===== config.mk =====
export PLATFORM = sky130hd
export DESIGN_NAME = sample_fifo_fwft_flat
export DESIGN_NICKNAME = d
export VERILOG_FILES = /design/src/rtl/sample_fifo_fwft_if.sv /design/src/rtl/sample_fifo_fwft.sv /design/src/flat_wrapper.sv
export SDC_FILE = /design/constraint.sdc
export NUM_CORES = 1
export LEC_CHECK = 0
export CAP_MARGIN = 20
export CORE_ASPECT_RATIO = 0.6
export CORE_MARGIN = 5
export CORE_UTILIZATION = 43
export CTS_CLUSTER_DIAMETER = 150
export CTS_CLUSTER_SIZE = 20
export DETAILED_ROUTE_END_ITERATION = 10
export GPL_ROUTABILITY_DRIVEN = 0
export PLACE_DENSITY = 0.58
export SYNTH_ARGS = -nofsm -noshare
export SYNTH_HDL_FRONTEND = slang
export SYNTH_SLANG_ARGS = --single-unit

===== constraint.sdc =====
create_clock -name clk -period 5.6 [get_ports clk]
set_input_delay 0.56 -clock clk [delete_from_list [all_inputs] [get_ports clk]]
set_output_delay 0.56 -clock clk [all_outputs]
set_load 0.005 [all_outputs]

===== src/rtl/sample_fifo_fwft_if.sv =====
// Handshake bundle between a byte source/consumer and the FWFT sample FIFO.
interface sample_fifo_fwft_if #(
    parameter int unsigned DATA_WIDTH = 8,
    parameter int unsigned ADDR_WIDTH = 4
);
    logic [DATA_WIDTH-1:0] din;
    logic                  wr;
    logic                  full;
    logic                  almost_full;
    logic [DATA_WIDTH-1:0] dout;
    logic                  empty;
    logic                  rd;
    logic [ADDR_WIDTH:0]   level;
    logic                  overflow;
    logic                  underflow;
    logic                  clr_err;

    modport master (
        output din, wr, rd, clr_err,
        input  full, almost_full, dout, empty, level, overflow, underflow
    );

    modport slave (
        input  din, wr, rd, clr_err,
        output full, almost_full, dout, empty, level, overflow, underflow
    );
endinterface


===== src/rtl/sample_fifo_fwft.sv =====
// First-word-fall-through byte FIFO feeding the PSK modulator; head word is always on dout.
module sample_fifo_fwft #(
    parameter int unsigned DATA_WIDTH   = 8,
    parameter int unsigned ADDR_WIDTH   = 4,
    parameter int unsigned AFULL_THRESH = 12
) (
    input logic                clk,
    input logic                rst,
    sample_fifo_fwft_if.slave  bus
);
    localparam int unsigned       Depth     = 2 ** ADDR_WIDTH;
    localparam logic [ADDR_WIDTH:0] DepthCnt = (ADDR_WIDTH + 1)'(Depth);
    localparam logic [ADDR_WIDTH:0] AfullCnt = (ADDR_WIDTH + 1)'(AFULL_THRESH);

    logic [DATA_WIDTH-1:0] r_mem [Depth];
    logic [ADDR_WIDTH-1:0] r_wp;
    logic [ADDR_WIDTH-1:0] r_rp;
    logic [ADDR_WIDTH:0]   r_cnt;
    logic                  r_ovf;
    logic                  r_unf;

    logic w_empty;
    logic w_full;
    logic w_rd_ok;
    logic w_wr_ok;

    assign w_empty = (r_cnt == '0);
    assign w_full  = (r_cnt == DepthCnt);
    assign w_rd_ok = bus.rd & ~w_empty;
    // A pop in the same cycle frees the slot, so a write to a full FIFO still lands.
    assign w_wr_ok = bus.wr & (~w_full | w_rd_ok);

    always_ff @(posedge clk) begin
        if (w_wr_ok) begin
            r_mem[r_wp] <= bus.din;
        end
    end

    always_ff @(posedge clk) begin
        if (rst) begin
            r_wp  <= '0;
            r_rp  <= '0;
            r_cnt <= '0;
            r_ovf <= 1'b0;
            r_unf <= 1'b0;
        end else begin
            if (w_wr_ok) r_wp <= r_wp + 1'b1;
            if (w_rd_ok) r_rp <= r_rp + 1'b1;
            if (w_wr_ok && !w_rd_ok) begin
                r_cnt <= r_cnt + 1'b1;
            end else if (w_rd_ok && !w_wr_ok) begin
                r_cnt <= r_cnt - 1'b1;
            end
            // Later assignments win: a fresh error overrides clr_err.
            if (bus.clr_err) begin
                r_ovf <= 1'b0;
                r_unf <= 1'b0;
            end
            if (bus.wr && !w_wr_ok) r_ovf <= 1'b1;
            if (bus.rd && w_empty)  r_unf <= 1'b1;
        end
    end

    assign bus.empty       = w_empty;
    assign bus.full        = w_full;
    assign bus.almost_full = (r_cnt >= AfullCnt);
    assign bus.level       = r_cnt;
    assign bus.dout        = w_empty ? '0 : r_mem[r_rp];
    assign bus.overflow    = r_ovf;
    assign bus.underflow   = r_unf;
endmodule


===== src/flat_wrapper.sv =====
// flat-port wrapper written by rule: the top's interface ports become plain ports
module sample_fifo_fwft_flat 
#(
    parameter int unsigned DATA_WIDTH   = 8,
    parameter int unsigned ADDR_WIDTH   = 4,
    parameter int unsigned AFULL_THRESH = 12
)
  (clk, rst, bus_din, bus_wr, bus_rd, bus_clr_err, bus_full, bus_almost_full, bus_dout, bus_empty, bus_level, bus_overflow, bus_underflow);
  sample_fifo_fwft_if #(.DATA_WIDTH(DATA_WIDTH), .ADDR_WIDTH(ADDR_WIDTH)) bus_i ();
  input logic clk;
  input logic rst;
  input wire logic [$bits(bus_i.din)-1:0] bus_din;
  input wire logic [$bits(bus_i.wr)-1:0] bus_wr;
  input wire logic [$bits(bus_i.rd)-1:0] bus_rd;
  input wire logic [$bits(bus_i.clr_err)-1:0] bus_clr_err;
  output wire logic [$bits(bus_i.full)-1:0] bus_full;
  output wire logic [$bits(bus_i.almost_full)-1:0] bus_almost_full;
  output wire logic [$bits(bus_i.dout)-1:0] bus_dout;
  output wire logic [$bits(bus_i.empty)-1:0] bus_empty;
  output wire logic [$bits(bus_i.level)-1:0] bus_level;
  output wire logic [$bits(bus_i.overflow)-1:0] bus_overflow;
  output wire logic [$bits(bus_i.underflow)-1:0] bus_underflow;
  assign bus_i.din = bus_din;
  assign bus_i.wr = bus_wr;
  assign bus_i.rd = bus_rd;
  assign bus_i.clr_err = bus_clr_err;
  assign bus_full = bus_i.full;
  assign bus_almost_full = bus_i.almost_full;
  assign bus_dout = bus_i.dout;
  assign bus_empty = bus_i.empty;
  assign bus_level = bus_i.level;
  assign bus_overflow = bus_i.overflow;
  assign bus_underflow = bus_i.underflow;
  sample_fifo_fwft #(.DATA_WIDTH(DATA_WIDTH), .ADDR_WIDTH(ADDR_WIDTH), .AFULL_THRESH(AFULL_THRESH)) u_core (.clk(clk), .rst(rst), .bus(bus_i));
endmodule

* Yosys cells after proc, flatten, opt, wreduce, memory -nomap -nowiden *
Memory sizes are Yosys's and may differ from the RTL's. A register that Yosys moved wholly into a read port is not among the register bits.
Cells that the tools add are included.
W data, S select, Z words.

word-level totals
  memories kept = 1
  output and inout bits = 18
  input bits = 13
  word-level logic and storage cells = 37
  register bits after elaboration = 15
  memory bits (writable) = 128

memories
  name          depth  bits a word  rd ports  clocked after memory_dff  write ports  line                    text
  u_core.r_mem  16     8            1         1                         1            sample_fifo_fwft.sv:15  logic [DATA_WIDTH-1:0] r_mem [Depth];

operators by class
  muxes and demuxes = 10
  reduce and logical (&&, ||, !) cells = 10
  magnitude comparators = 1
  eq/ne operators = 1
  add/sub/neg operators = 4
  bitwise operators = 5

operators by type and width
  operator               number
  $mux W5                2
  $add A4 B1 Y4 const B  2
  $mux W4                2
  $mux W8                1
  $reduce_bool A2 Y1     3
  $add A5 B1 Y5 const B  1
  $eq A5 B5 Y1 const B   1
  $ge A5 B4 Y1 const B   1
  $logic_not A5 Y1       1
  $mux W1                5
  $sub A5 B1 Y5 const B  1
  $logic_and A1 B1 Y1    4
  $and A1 B1 Y1          2
  $logic_not A1 Y1       2
  $not A1 Y1             2
  $or A1 B1 Y1           1

* Depth between registers and ports, before layout *
Gate-level depths: netlist of the first run.

  depth after elaboration = 9
  depth in mapped cells = 11
  depth with buffers taken out = 9

* Worst setup path before layout of the first run *
OpenSTA, ideal clock, no wires.

  kind = register to register
  from = reg u_core.r_cnt[0], in the netlist u_core.bus.level[0]
  to = reg u_core.r_cnt[4], in the netlist u_core.bus.level[4]
  path buffers = 2
  arrival = 2.760 ns
  data required time = 5.479 ns
  slack = 2.719 ns
  stages on the path, launching flop included = 12
  setup time = 0.121 ns
  clock period less this slack = 2.881 ns
  cells stage by stage = dfxtp_1 or4_1 buf_6 o31a_1 buf_6 ha_1 inv_1 ha_1 a21oi_1 a211oi_1 a31oi_1 mux2_2

between the ends
  cells in the longest elaborated chain, start to end = 8
  elaborated cells on any way between the ends = 16
  classes of those cells = add/sub: 2; eq/ne: 1; mux: 2; bitwise: 5; reduce/logical: 6

ends and longest elaborated chain
  element                       line                    text
  from (decl)                   sample_fifo_fwft.sv:18  logic [ADDR_WIDTH:0] r_cnt;
  from (signal assigned)        sample_fifo_fwft.sv:50  r_cnt <= r_cnt + 1'b1;
  from (signal assigned)        sample_fifo_fwft.sv:52  r_cnt <= r_cnt - 1'b1;
  $logic_not A5 Y1              sample_fifo_fwft.sv:27  assign w_empty = (r_cnt == '0);
  $not A1 Y1                    sample_fifo_fwft.sv:29  assign w_rd_ok = bus.rd & ~w_empty;
  $and A1 B1 Y1                 sample_fifo_fwft.sv:29
  $or A1 B1 Y1 (*)              sample_fifo_fwft.sv:31  assign w_wr_ok = bus.wr & (~w_full | w_rd_ok);
  $and A1 B1 Y1 (*)             sample_fifo_fwft.sv:31
  via u_core.w_wr_ok            sample_fifo_fwft.sv:25  logic w_wr_ok;
  $logic_not A1 Y1              sample_fifo_fwft.sv:51  end else if (w_rd_ok && !w_wr_ok) begin
  $logic_and A1 B1 Y1           sample_fifo_fwft.sv:51
  $reduce_bool A2 Y1 (no line)  -

The timed path passes the listed nets; every way through them passes the cells marked *. The select of a mux whose other input is x is not followed.
A chain may end at the register's enable or synchronous reset.

==> out/summary.json, run 1 <==
{
  "synth_fa_ha_area_frac": 0.02443,
  "gr-total-overflow": 0,
  "final_core_utilization": 0.5192,
  "cts_repair_resize_count": 0,
  "worst-endpoint-required_ps": 5040,
  "fp.dieArea_um2": 16340,
  "avgSynthCellArea_um2": 18.06,
  "crit_type": "flop to primary output",
  "min-delay-path-class": "flop to flop",
  "finalCriticalPeriod_ps": 3654,
  "routed_wire_length_per_instance_um": 20.31,
  "worst-endpoint-arrival_ps": 3090,
  "final_antenna_net_count": 0,
  "critical_path.reg2reg.startpoint": "u_core.bus.level[0]",
  "ff_latch_area_um2": 4225,
  "holdPathEnd": "u_core.bus.underflow",
  "ctsHoldBuffers": 0,
  "clock-skew-final_ps": 6.754,
  "floorplan.core_area_um2": 13580,
  "num-fill-cells": 1097,
  "maximum_number_of_pins_on_one_net_before_global_route_repair": 33,
  "min_path_cells": 2,
  "clk_latency_ps": 410,
  "mux_cell_area_share_after_synthesis": 0.1420,
  "maxClockFrequency_mhz": 273.7,
  "irDropWorstVdd_v": 0.0001866,
  "htreeDepth": 4,
  "die_height_um": 101.0,
  "layout-area-overhead-vs-synth_pct": 18.72,
  "finalHoldViolCount": 0,
  "number_of_antenna_violations_at_the_first_check_in_global_routing": 0,
  "synth.cell_area_um2": 5941,
  "cts_tree": "yes",
  "finalMaxSlewViolations": 0,
  "route.vias.total": 2970,
  "startpoint_type": "flop",
  "drc": 0,
  "post_dp_hpwl_mm": 7.319,
  "unrepaired_setup_endpoints_after_global_routing": "no",
  "synth_compound_area_frac": 0.03960,
  "synth_enable_flop_cells": 128,
  "top_level_i_o_count": 31,
  "clock_sink_count": 147,
  "ys_seq_elements": 147,
  "drt_pass1_iterations": 4,
  "ys_dominant_reg_cell": "edfxtp_1",
  "synth.top_cell.area_share": 0.6470,
  "synth-xor-area-share": 0.01179,
  "max-clock-path-buffers": 2,
  "row_count": 33,
  "power.density_cell_area_nw_per_um2": 454.6,
  "timing.max_cap.violations": 0,
  "grt_pass1_wl_mm": 18.11,
  "power.static_leakage_nw": 2.259,
  "buffer_ports.inserted": 30,
  "worst_r2r_endpoint": "u_core.bus.level[4]",
  "drt-initial-drc-count": 274,
  "final_area_um2": 7053,
  "synth_top_family_by_area": "multiplexers",
  "hold_path_startpoint": "u_core.bus.underflow",
  "postCtsSetupBuffers": 0,
  "synthCells": 329,
  "via_per_inst": 5.371,
  "root_buffer": "clkbuf_16",
  "yosys.cell_types.count": 37,
  "synth.net_count": 353,
  "setup.worst_path.end_class": "primary output",
  "maxSlewHeadroom": 0.3496,
  "setup-tns-final_ps": 0,
  "synth_area_leaders": "edfxtp_1 65%, mux4_2 12%, dfxtp_1 6.4%, a211oi_1 2.1%, ha_1 2.1%",
  "clkTransAtPathRegs_ps": 60,
  "fin_nets": 389,
  "asyncSetResetFlopFracSynth": 0,
  "worst-slew-pin-transition_ps": 972.1,
  "post_route_cells_drive_above_1_share": 0.2011,
  "synth-simple-area-share": 0.04928,
  "number_of_cells_traversed_by_the_worst_register_to_register_path": 9,
  "synth_warnings": 0,
  "wirelength_mm": 11.23,
  "timing.critical_path.fanout_max": 17,
  "placed_cell_area_um2": 6402,
  "die-width_um": 161.7,
  "first_global_vias": 3156,
  "ff2ff_setup_slack_ps": 2350,
  "setup_violations": 0,
  "gr-usage-all-layers": 0.1486,
  "result_of_the_run": "completed",
  "floorplan.initialDensity": 0.4373,
  "antenna-diode-count": 0,
  "yosysTopAreaCell": "edfxtp_1",
  "finalCritPeriodShare": 0.6525,
  "part_of_the_yosys_area_used_for_sequential_elements": 0.7110,
  "cts_inserted_buffers": 17,
  "multiInputGateArea_um2": 1587
}
[registers in the layout (all words and copies together), names as in the netlist, named ones only]
name / count
u_core.bus.level: 5
u_core.bus.overflow: 1
u_core.r_rp: 4
u_core.bus.underflow: 1
u_core.r_wp: 4
u_core.r_mem: 128
[worst max-delay path by stage]
stage | slack [ps] | startpoint | to
6_report | 1950 | flop | bus_dout[6]
5_1_grt | 1700 | flop | bus_dout[6]
4_1_cts | 1860 | flop | bus_dout[6]
3_5_place_dp | 2240 | bus_rd | u_core.bus.level[4]
3_3_place_gp | 2280 | bus_rd | u_core.bus.level[4]
2_1_floorplan | 2720 | u_core.bus.level[0] | u_core.bus.level[4]
[worst max-delay path, stage by stage, from the launching register on]
cell	delay, ps
dfxtp_1	820
buf_4	430
mux4_2	290
mux2i_1	80
a211oi_1	460
clkdlybuf4s50_1	590
[area by class of cell]
class | instances | share of cell area
clock buffers | 17 | 0.06032
clock inverters | 15 | 0.02909
inverters | 7 | 0.003725
multi-input cells | 155 | 0.2249
flip-flops and latches | 147 | 0.5991
well taps | 175 | 0.03104
repair buffers | 37 | 0.05180
[power by group]
part / switching (mW) / internal (mW)
Combinational: 0.317 / 0.370
Sequential: 0.0738 / 1.24
Clock: 0.452 / 0.751
[layer usage]
layer | routed length (µm) | GRT usage | vias to the layer above
met4 | 65 | 0.03704 | 0
li1 | - | - | 1365
met5 | 0 | 0 | -
met2 | 4755 | 0.2083 | 90
met1 | 5764 | 0.2278 | 1504
met3 | 649 | 0.04414 | 11
[cells by family after synthesis]
group	after synthesis
compound gates	30
fa+ha+maj	11
xor+xnor	8
simple gates	62
flops	147
buf+inv	27
mux	44
[synthesized netlist by cell type, types with 4 or more instances]
master,instances
mux2i_1,10
a21oi_1,4
a211oi_1,17
nor2b_1,9
buf_2,6
mux4_2,32
ha_1,10
nor3_1,5
xor2_1,6
buf_1,5
nor2_1,32
inv_1,7
dfxtp_1,19
clkbuf_1,4
edfxtp_1,128
nand2_1,7
[metrics by stage]
stage / hold slack (ps) / power (mW) / setup WS (ps) / instances
after CTS: 526.4 / 3.229 / 1855 / 552
after floorplan: 484.7 / 1.765 / 2719 / 329
final: 517.2 / 3.206 / 1946 / 553
after global routing: 550.3 / 3.358 / 1704 / 553
after global placement: 502.5 / 2.018 / 2282 / 520
after detailed placement: 506.3 / 2.028 / 2243 / 520
[placed cells by master, fill, tap and decap left out, drive strengths merged, types with 2 or more instances in the layout]
master         Yosys  final
edfxtp           128    128
nor2              33     33
mux4              32     32
clkdlybuf4s50      0     30
dfxtp             19     19
a211oi            17     17
clkbuf             6     17
inv                7     11
mux2i             10     10
ha                10     10
nor2b              9      9
nand2              7      7
buf               14      7
xor2               6      6
nor3               5      5
clkinv             0      5
a21oi              4      4
bufinv             0      4
nand2b             2      2
xnor2              2      2
nand3b             2      2
o211ai             2      2
a22oi              2      2
clkinvlp           0      2
mux2               2      2
No activity file was read; power rests on OpenSTA's default activity.
==> run 2, diff against run 1 <==
==> constraint.sdc (replaced) <==
create_clock -name clk -period 3.8 [get_ports clk]
set_input_delay 0.38 -clock clk [delete_from_list [all_inputs] [get_ports clk]]
set_output_delay 0.38 -clock clk [all_outputs]
set_load 0.005 [all_outputs]
==> out/summary.json, run 2 (synthesis results as in run 1) <==
{
  "setup_violations": {"value": 0, "change": "unchanged"},
  "maxClockFrequency_mhz": 311.1,
  "instances_no_fill": {"value": 557, "change": "+0.72%"},
  "worst-slew-pin-transition": {"value": 874.5, "unit": "ps", "change": "-97.58 ps"},
  "registers.top_by_ff_count": "u_core.r_mem",
  "post_dp_hpwl": {"value": 7.709, "unit": "mm", "change": "+5.3%"},
  "path_delay_family": "buffers and inverters",
  "cts_repair_resize_count": {"value": 0, "change": "unchanged"},
  "multiInputGateArea": {"value": 1587, "unit": "µm²", "change": "unchanged"},
  "top_level_i_o_count": {"value": 31, "change": "unchanged"},
  "final_core_utilization": {"value": 0.5254, "change": "+0.006171"},
  "finalHoldViolCount": {"value": 0, "change": "unchanged"},
  "timing.critical_path.slowest_stage_cell": "dfxtp_1",
  "fin_nets": {"value": 395, "change": "+1.5%"},
  "root_buffer": "clkbuf_16",
  "die-width": {"value": 161.7, "unit": "µm", "change": "unchanged"},
  "cts_inserted_buffers": {"value": 17, "change": "unchanged"},
  "grt_pass1_wl": {"value": 18.33, "unit": "mm", "change": "+1.2%"},
  "result_of_the_run": "completed",
  "finalCritPeriodShare": 0.8459,
  "row_count": {"value": 33, "change": "unchanged"},
  "floorplan.core_area": {"value": 13580, "unit": "µm²", "change": "unchanged"},
  "drt_pass1_iterations": {"value": 4, "change": "unchanged"},
  "final_area": {"value": 7137, "unit": "µm²", "change": "+1.2%"},
  "postCtsSetupBuffers": {"value": 0, "change": "unchanged"},
  "htreeDepth": {"value": 4, "change": "unchanged"},
  "final_antenna_net_count": {"value": 0, "change": "unchanged"},
  "clk_latency": {"value": 410, "unit": "ps", "change": "about the same"},
  "max-clock-path-buffers": {"value": 2, "change": "unchanged"},
  "number_of_antenna_violations_at_the_first_check_in_global_routing": {"value": 0, "change": "unchanged"},
  "crit_type": "flop to primary output",
  "setup.worst_path.end_class": "primary output",
  "antenna-diode-count": {"value": 0, "change": "unchanged"},
  "first_global_vias": {"value": 3174, "change": "+0.57%"},
  "maxSlewHeadroom": {"value": 0.4149, "change": "+0.06530"},
  "ff2ff_setup_slack": {"value": 660, "unit": "ps", "change": "-1690 ps"},
  "fp.dieArea": {"value": 16340, "unit": "µm²", "change": "unchanged"},
  "layout-area-overhead-vs-synth_pct": 20.13,
  "timing.max_cap.violations": {"value": 0, "change": "unchanged"},
  "setup-tns-final": {"value": 0, "unit": "ps", "change": "unchanged"},
  "worst-endpoint-required": {"value": 3420, "unit": "ps", "change": "-1620 ps"},
  "cp_bufs_invs": {"value": 3, "change": "+1"},
  "worst-endpoint-arrival": {"value": 2830, "unit": "ps", "change": "-260 ps"},
  "irDropWorstVdd": {"value": 0.0003332, "unit": "V", "change": "+79%"},
  "floorplan.initialDensity": {"value": 0.4373, "change": "unchanged"},
  "crit_path_max_incr_delay": {"value": 730, "unit": "ps", "change": "-90 ps"},
  "via_per_inst": {"value": 5.420, "change": "+0.92%"},
  "routed_wire_length_per_instance": {"value": 20.85, "unit": "µm", "change": "+2.6%"},
  "num-fill-cells": {"value": 1064, "change": "-3.0%"},
  "finalCriticalPeriod_ps": 3214,
  "ff_latch_area": {"value": 4225, "unit": "µm²", "change": "unchanged"},
  "numPlacedInstances": {"value": 527, "change": "+1.3%"},
  "wirelength": {"value": 11.61, "unit": "mm", "change": "+3.4%"},
  "die_height": {"value": 101.0, "unit": "µm", "change": "unchanged"},
  "ctsHoldBuffers": {"value": 0, "change": "unchanged"},
  "largest_reg_flops": {"value": 128, "change": "unchanged"},
  "layout.cells.most_common": "edfxtp_1",
  "timing.critical_path.fanout_max": {"value": 11, "change": "-6"},
  "clock_sink_count": {"value": 147, "change": "unchanged"},
  "drt-initial-drc-count": {"value": 235, "change": "-14%"},
  "gr-total-overflow": {"value": 0, "change": "unchanged"},
  "cts_tree": "yes",
  "post_route_cells_drive_above_1_share": {"value": 0.2120, "change": "+0.01098"},
  "finalMaxSlewViolations": {"value": 0, "change": "unchanged"},
  "buffer_ports.inserted": {"value": 30, "change": "unchanged"},
  "placed_cell_area": {"value": 6455, "unit": "µm²", "change": "+0.82%"},
  "maximum_number_of_pins_on_one_net_before_global_route_repair": {"value": 20, "change": "-39%"},
  "startpoint_type": "flop",
  "worstPathCellList": "buf_4, buf_4, mux4_2, a211oi_1, a211oi_1, clkdlybuf4s50_1",
  "min-delay-path-class": "flop to flop",
  "route.vias.total": {"value": 3019, "change": "+1.6%"},
  "unrepaired_setup_endpoints_after_global_routing": "no",
  "power.density_cell_area": {"value": 684.9, "unit": "nW/µm²", "change": "+51%"},
  "gr-usage-all-layers": {"value": 0.1527, "change": "+0.004013"},
  "power.static_leakage": {"value": 2.311, "unit": "nW", "change": "+2.3%"},
  "report.power.total": {"value": 4.888, "unit": "mW", "change": "+52%"},
  "clock-skew-final": {"value": 8.217, "unit": "ps", "change": "+1.463 ps"},
  "most-common-layout-cells": "128 x edfxtp_1, 32 x mux4_2, 32 x nor2_1, 30 x clkdlybuf4s50_1, 18 x dfxtp_1",
  "drc": {"value": 0, "change": "unchanged"},
  "clkTransAtPathRegs": {"value": 60, "unit": "ps", "change": "about the same"}
}
## run 2: cell count changes in the layout (fill, tap and decap cells not counted), sizes merged
cell    before  now
clkinv       5    3
inv         11    8
buf          7   13
bufinv       4    7
## run 2: worst min-delay path, cell delays in order, from the launching register on
cell and delay (ps):
dfxtp_1 330, a22oi_1 80, nor2_1 80
## run 2: path summary, 6_finish.rpt
| check | start | end | cells past startpoint |
|---|---|---|---|
| setup / recovery | flop | bus_dout[4] | 6 |
| hold / removal | u_core.bus.overflow | u_core.bus.overflow | 2 |
| setup reg to reg | u_core.bus.level[0] | u_core.bus.level[4] | 9 |
| hold reg to reg | u_core.bus.overflow | u_core.bus.overflow | 2 |
## run 2: report_power, final
part	leakage, nW	switching, mW	internal [mW]
registers	1.31	0.0985	1.83
clock network	0.325	0.638	1.29
logic	0.674	0.480	0.549
total	2.31	1.22	3.67
## run 2: per-stage QoR
step	hold WS, ps	setup slack [ps]
5_1_grt	582.8	436.1
6_report	527.4	585.7
3_3_place_gp	507.1	688.9
4_1_cts	541.2	550.1
2_1_floorplan	478.9	919.5
3_5_place_dp	526.5	654.7
## run 2: final cells by class
type	instances	share of cell area
Sequential cell	147	0.5920
Clock buffer	17	0.05961
Tap cell	175	0.03068
Timing Repair Buffer	43	0.05575
Multi-Input combinational cell	155	0.2223
Clock inverter	13	0.03594
Inverter	7	0.003682
## run 2: metal layers
layer | global-route usage | vias to the layer above | part of all wire
met3 | 0.05149 | 2 | 0.057
met5 | 0 | - | 0
met1 | 0.2298 | 1561 | 0.51
met2 | 0.2125 | 77 | 0.43
li1 | - | 1379 | -
met4 | 0.04094 | 0 | 0.0022
==> run 3, diff against run 2 <==
==> constraint.sdc (replaced) <==
create_clock -name clk -period 3.13 [get_ports clk]
set_input_delay 0.313 -clock clk [delete_from_list [all_inputs] [get_ports clk]]
set_output_delay 0.313 -clock clk [all_outputs]
set_load 0.005 [all_outputs]
==> out/summary.json, run 3 (synthesis results as in run 1) <==
{
  "maximum_number_of_pins_on_one_net_before_global_route_repair": {"value": 32, "change": "+60%"},
  "crit_type": "flop to primary output",
  "registers.top_by_ff_count": "u_core.r_mem",
  "root_buffer": "clkbuf_16",
  "post_dp_hpwl": {"value": 7.358, "unit": "mm", "change": "-4.5%"},
  "fp.dieArea": {"value": 16340, "unit": "µm²", "change": "unchanged"},
  "grt_busiest_layer": "met1",
  "grt_pass1_wl": {"value": 17.93, "unit": "mm", "change": "-2.2%"},
  "clock-skew-final": {"value": 5.420, "unit": "ps", "change": "-2.797 ps"},
  "drt_pass1_iterations": {"value": 4, "change": "unchanged"},
  "drt-initial-drc-count": {"value": 194, "change": "-17%"},
  "result_of_the_run": "completed",
  "min-delay-path-class": "flop to flop",
  "number_of_antenna_violations_at_the_first_check_in_global_routing": {"value": 0, "change": "unchanged"},
  "finalCritPeriodShare": 0.9439,
  "ctsHoldBuffers": {"value": 0, "change": "unchanged"},
  "clock_sink_count": {"value": 147, "change": "unchanged"},
  "max-clock-path-buffers": {"value": 2, "change": "unchanged"},
  "startpoint_type": "flop",
  "clkTransAtPathRegs": {"value": 60, "unit": "ps", "change": "about the same"},
  "crit_path_max_incr_delay": {"value": 640, "unit": "ps", "change": "-90 ps"},
  "cts_inserted_buffers": {"value": 17, "change": "unchanged"},
  "power.density_cell_area": {"value": 787.8, "unit": "nW/µm²", "change": "+15%"},
  "die-width": {"value": 161.7, "unit": "µm", "change": "unchanged"},
  "die_height": {"value": 101.0, "unit": "µm", "change": "unchanged"},
  "cts_repair_resize_count": {"value": 0, "change": "unchanged"},
  "htreeDepth": {"value": 4, "change": "unchanged"},
  "fin_nets": {"value": 405, "change": "+2.5%"},
  "clk_latency": {"value": 410, "unit": "ps", "change": "about the same"},
  "largest_reg_flops": {"value": 128, "change": "unchanged"},
  "floorplan.initialDensity": {"value": 0.4373, "change": "unchanged"},
  "post_route_cells_drive_above_1_share": {"value": 0.2259, "change": "+0.01385"},
  "maxSlewHeadroom": {"value": 0.2605, "change": "-0.1544"},
  "grt_use_met2": {"value": 0.2177, "change": "+0.005160"},
  "critical-path-top-cell-by-count": "buf_4",
  "layout-area-overhead-vs-synth_pct": 19.99,
  "top_level_i_o_count": {"value": 31, "change": "unchanged"},
  "most-common-layout-cells": "128 x edfxtp_1, 32 x mux4_2, 32 x nor2_1, 30 x clkdlybuf4s50_1, 21 x buf_4",
  "gr-total-overflow": {"value": 0, "change": "unchanged"},
  "cts_tree": "yes",
  "drc": {"value": 0, "change": "unchanged"},
  "wirelength": {"value": 11.34, "unit": "mm", "change": "-2.4%"},
  "setup_violations": {"value": 0, "change": "unchanged"},
  "floorplan.core_area": {"value": 13580, "unit": "µm²", "change": "unchanged"},
  "final_antenna_net_count": {"value": 0, "change": "unchanged"},
  "postCtsSetupBuffers": {"value": 0, "change": "unchanged"},
  "finalMaxSlewViolations": {"value": 0, "change": "unchanged"},
  "worstPathCellList": "or4_1, buf_4, nor2_2, buf_4, a211oi_1, clkdlybuf4s50_1",
  "timing.final.ws_setup": {"value": 175.6, "unit": "ps", "change": "-410.2 ps"},
  "timing.critical_path.slowest_stage_cell": "or4_1",
  "layout.cells.most_common": "edfxtp_1",
  "power.static_leakage": {"value": 2.330, "unit": "nW", "change": "+0.79%"},
  "row_count": {"value": 33, "change": "unchanged"},
  "finalCriticalPeriod_ps": 2954,
  "first_global_vias": {"value": 3201, "change": "+0.85%"},
  "routed_wire_length_per_instance": {"value": 19.92, "unit": "µm", "change": "-4.5%"},
  "unrepaired_setup_endpoints_after_global_routing": "no",
  "worst-slew-pin-transition": {"value": 1105, "unit": "ps", "change": "+230.7 ps"},
  "worst-endpoint-required": {"value": 2820, "unit": "ps", "change": "-600 ps"},
  "timing.max_cap.violations": {"value": 0, "change": "unchanged"},
  "buffer_ports.inserted": {"value": 30, "change": "unchanged"},
  "preCtsSetupSlack": {"value": 251.5, "unit": "ps", "change": "-403.1 ps"},
  "via_per_inst": {"value": 5.267, "change": "-2.8%"},
  "gr-usage-all-layers": {"value": 0.1506, "change": "-0.002102"},
  "finalHoldViolCount": {"value": 0, "change": "unchanged"},
  "timing.critical_path.fanout_max": {"value": 7, "change": "-4"},
  "grt_util_met1": {"value": 0.2196, "change": "-0.01020"},
  "route.vias.total": {"value": 2997, "change": "-0.73%"},
  "worst-endpoint-arrival": {"value": 2640, "unit": "ps", "change": "-190 ps"},
  "setup-tns-final": {"value": 0, "unit": "ps", "change": "unchanged"},
  "maxClockFrequency_mhz": 338.5,
  "irDropWorstVdd": {"value": 0.0003289, "unit": "V", "change": "-1.3%"},
  "setup.worst_path.end_class": "primary output",
  "antenna-diode-count": {"value": 0, "change": "unchanged"},
  "met3_capacity_usage_during_global_routing": {"value": 0.03515, "change": "-0.01635"}
}
run 3: changes by cell type in the layout (fill, tap and decap cells not counted):
cell	change
clkinv_2	+6
buf_4	+8
buf_12	+2
clkinvlp_4	-1
clkinv_1	+3
clkinv_4	-2
clkbuf_1	+1
inv_6	-1
bufinv_16	-4
run 3: through the flow:
step / cells / utilization / hold WS (ps) / area, µm² / total power [mW]
global placement: 537 / 0.4825 / 506.8 / 6555 / 3.703
detailed placement: 537 / 0.4825 / 501.6 / 6555 / 3.710
finish: 569 / 0.5247 / 538.0 / 7128 / 5.616
CTS: 569 / 0.5247 / 533.7 / 7128 / 5.686
global route: 569 / 0.5247 / 569.9 / 7128 / 5.895
floorplan: 329 / - / 411.9 / 5941 / 3.158
run 3: where the power goes:
group / internal (mW) / switching [mW] / leakage, nW / total, mW
Sequential: 2.22 / 0.0803 / 1.31 / 2.30
Clock: 1.23 / 0.738 / 0.285 / 1.97
Combinational: 0.716 / 0.627 / 0.732 / 1.34
Total: 4.17 / 1.45 / 2.33 / 5.62
run 3: final cells by class:
class	instances	area, µm²
fillers	1083	6456
flip-flops and latches	147	4225
multi-input cells	155	1587
repair buffers	53	498.0
clock buffers	18	429.2
well taps	175	219.0
clock inverters	14	143.9
inverters	7	26.28
run 3: metal layers:
layer	routed length, µm	share of wire
met2	5035	0.44
met5	0	0
met4	132	0.012
met1	5493	0.48
met3	673	0.059
run 3: worst max-delay path, delay by kind of cell (launching register included):
kind            cells  cell delay (ps)
buf+inv             3              930
compound gates      1               90
flops               1              340
simple gates        2              870
run 3: final timing paths:
kind                                            from              endpoint  slack [ps]  cells after the start
worst min register to register  u_core.bus.underflow  u_core.bus.underflow         540                      2
worst max-delay path             u_core.bus.level[0]           bus_dout[6]         180                      6
worst max register to register   u_core.bus.level[0]   u_core.bus.level[4]         240                      9
worst min-delay path            u_core.bus.underflow  u_core.bus.underflow         540                      2
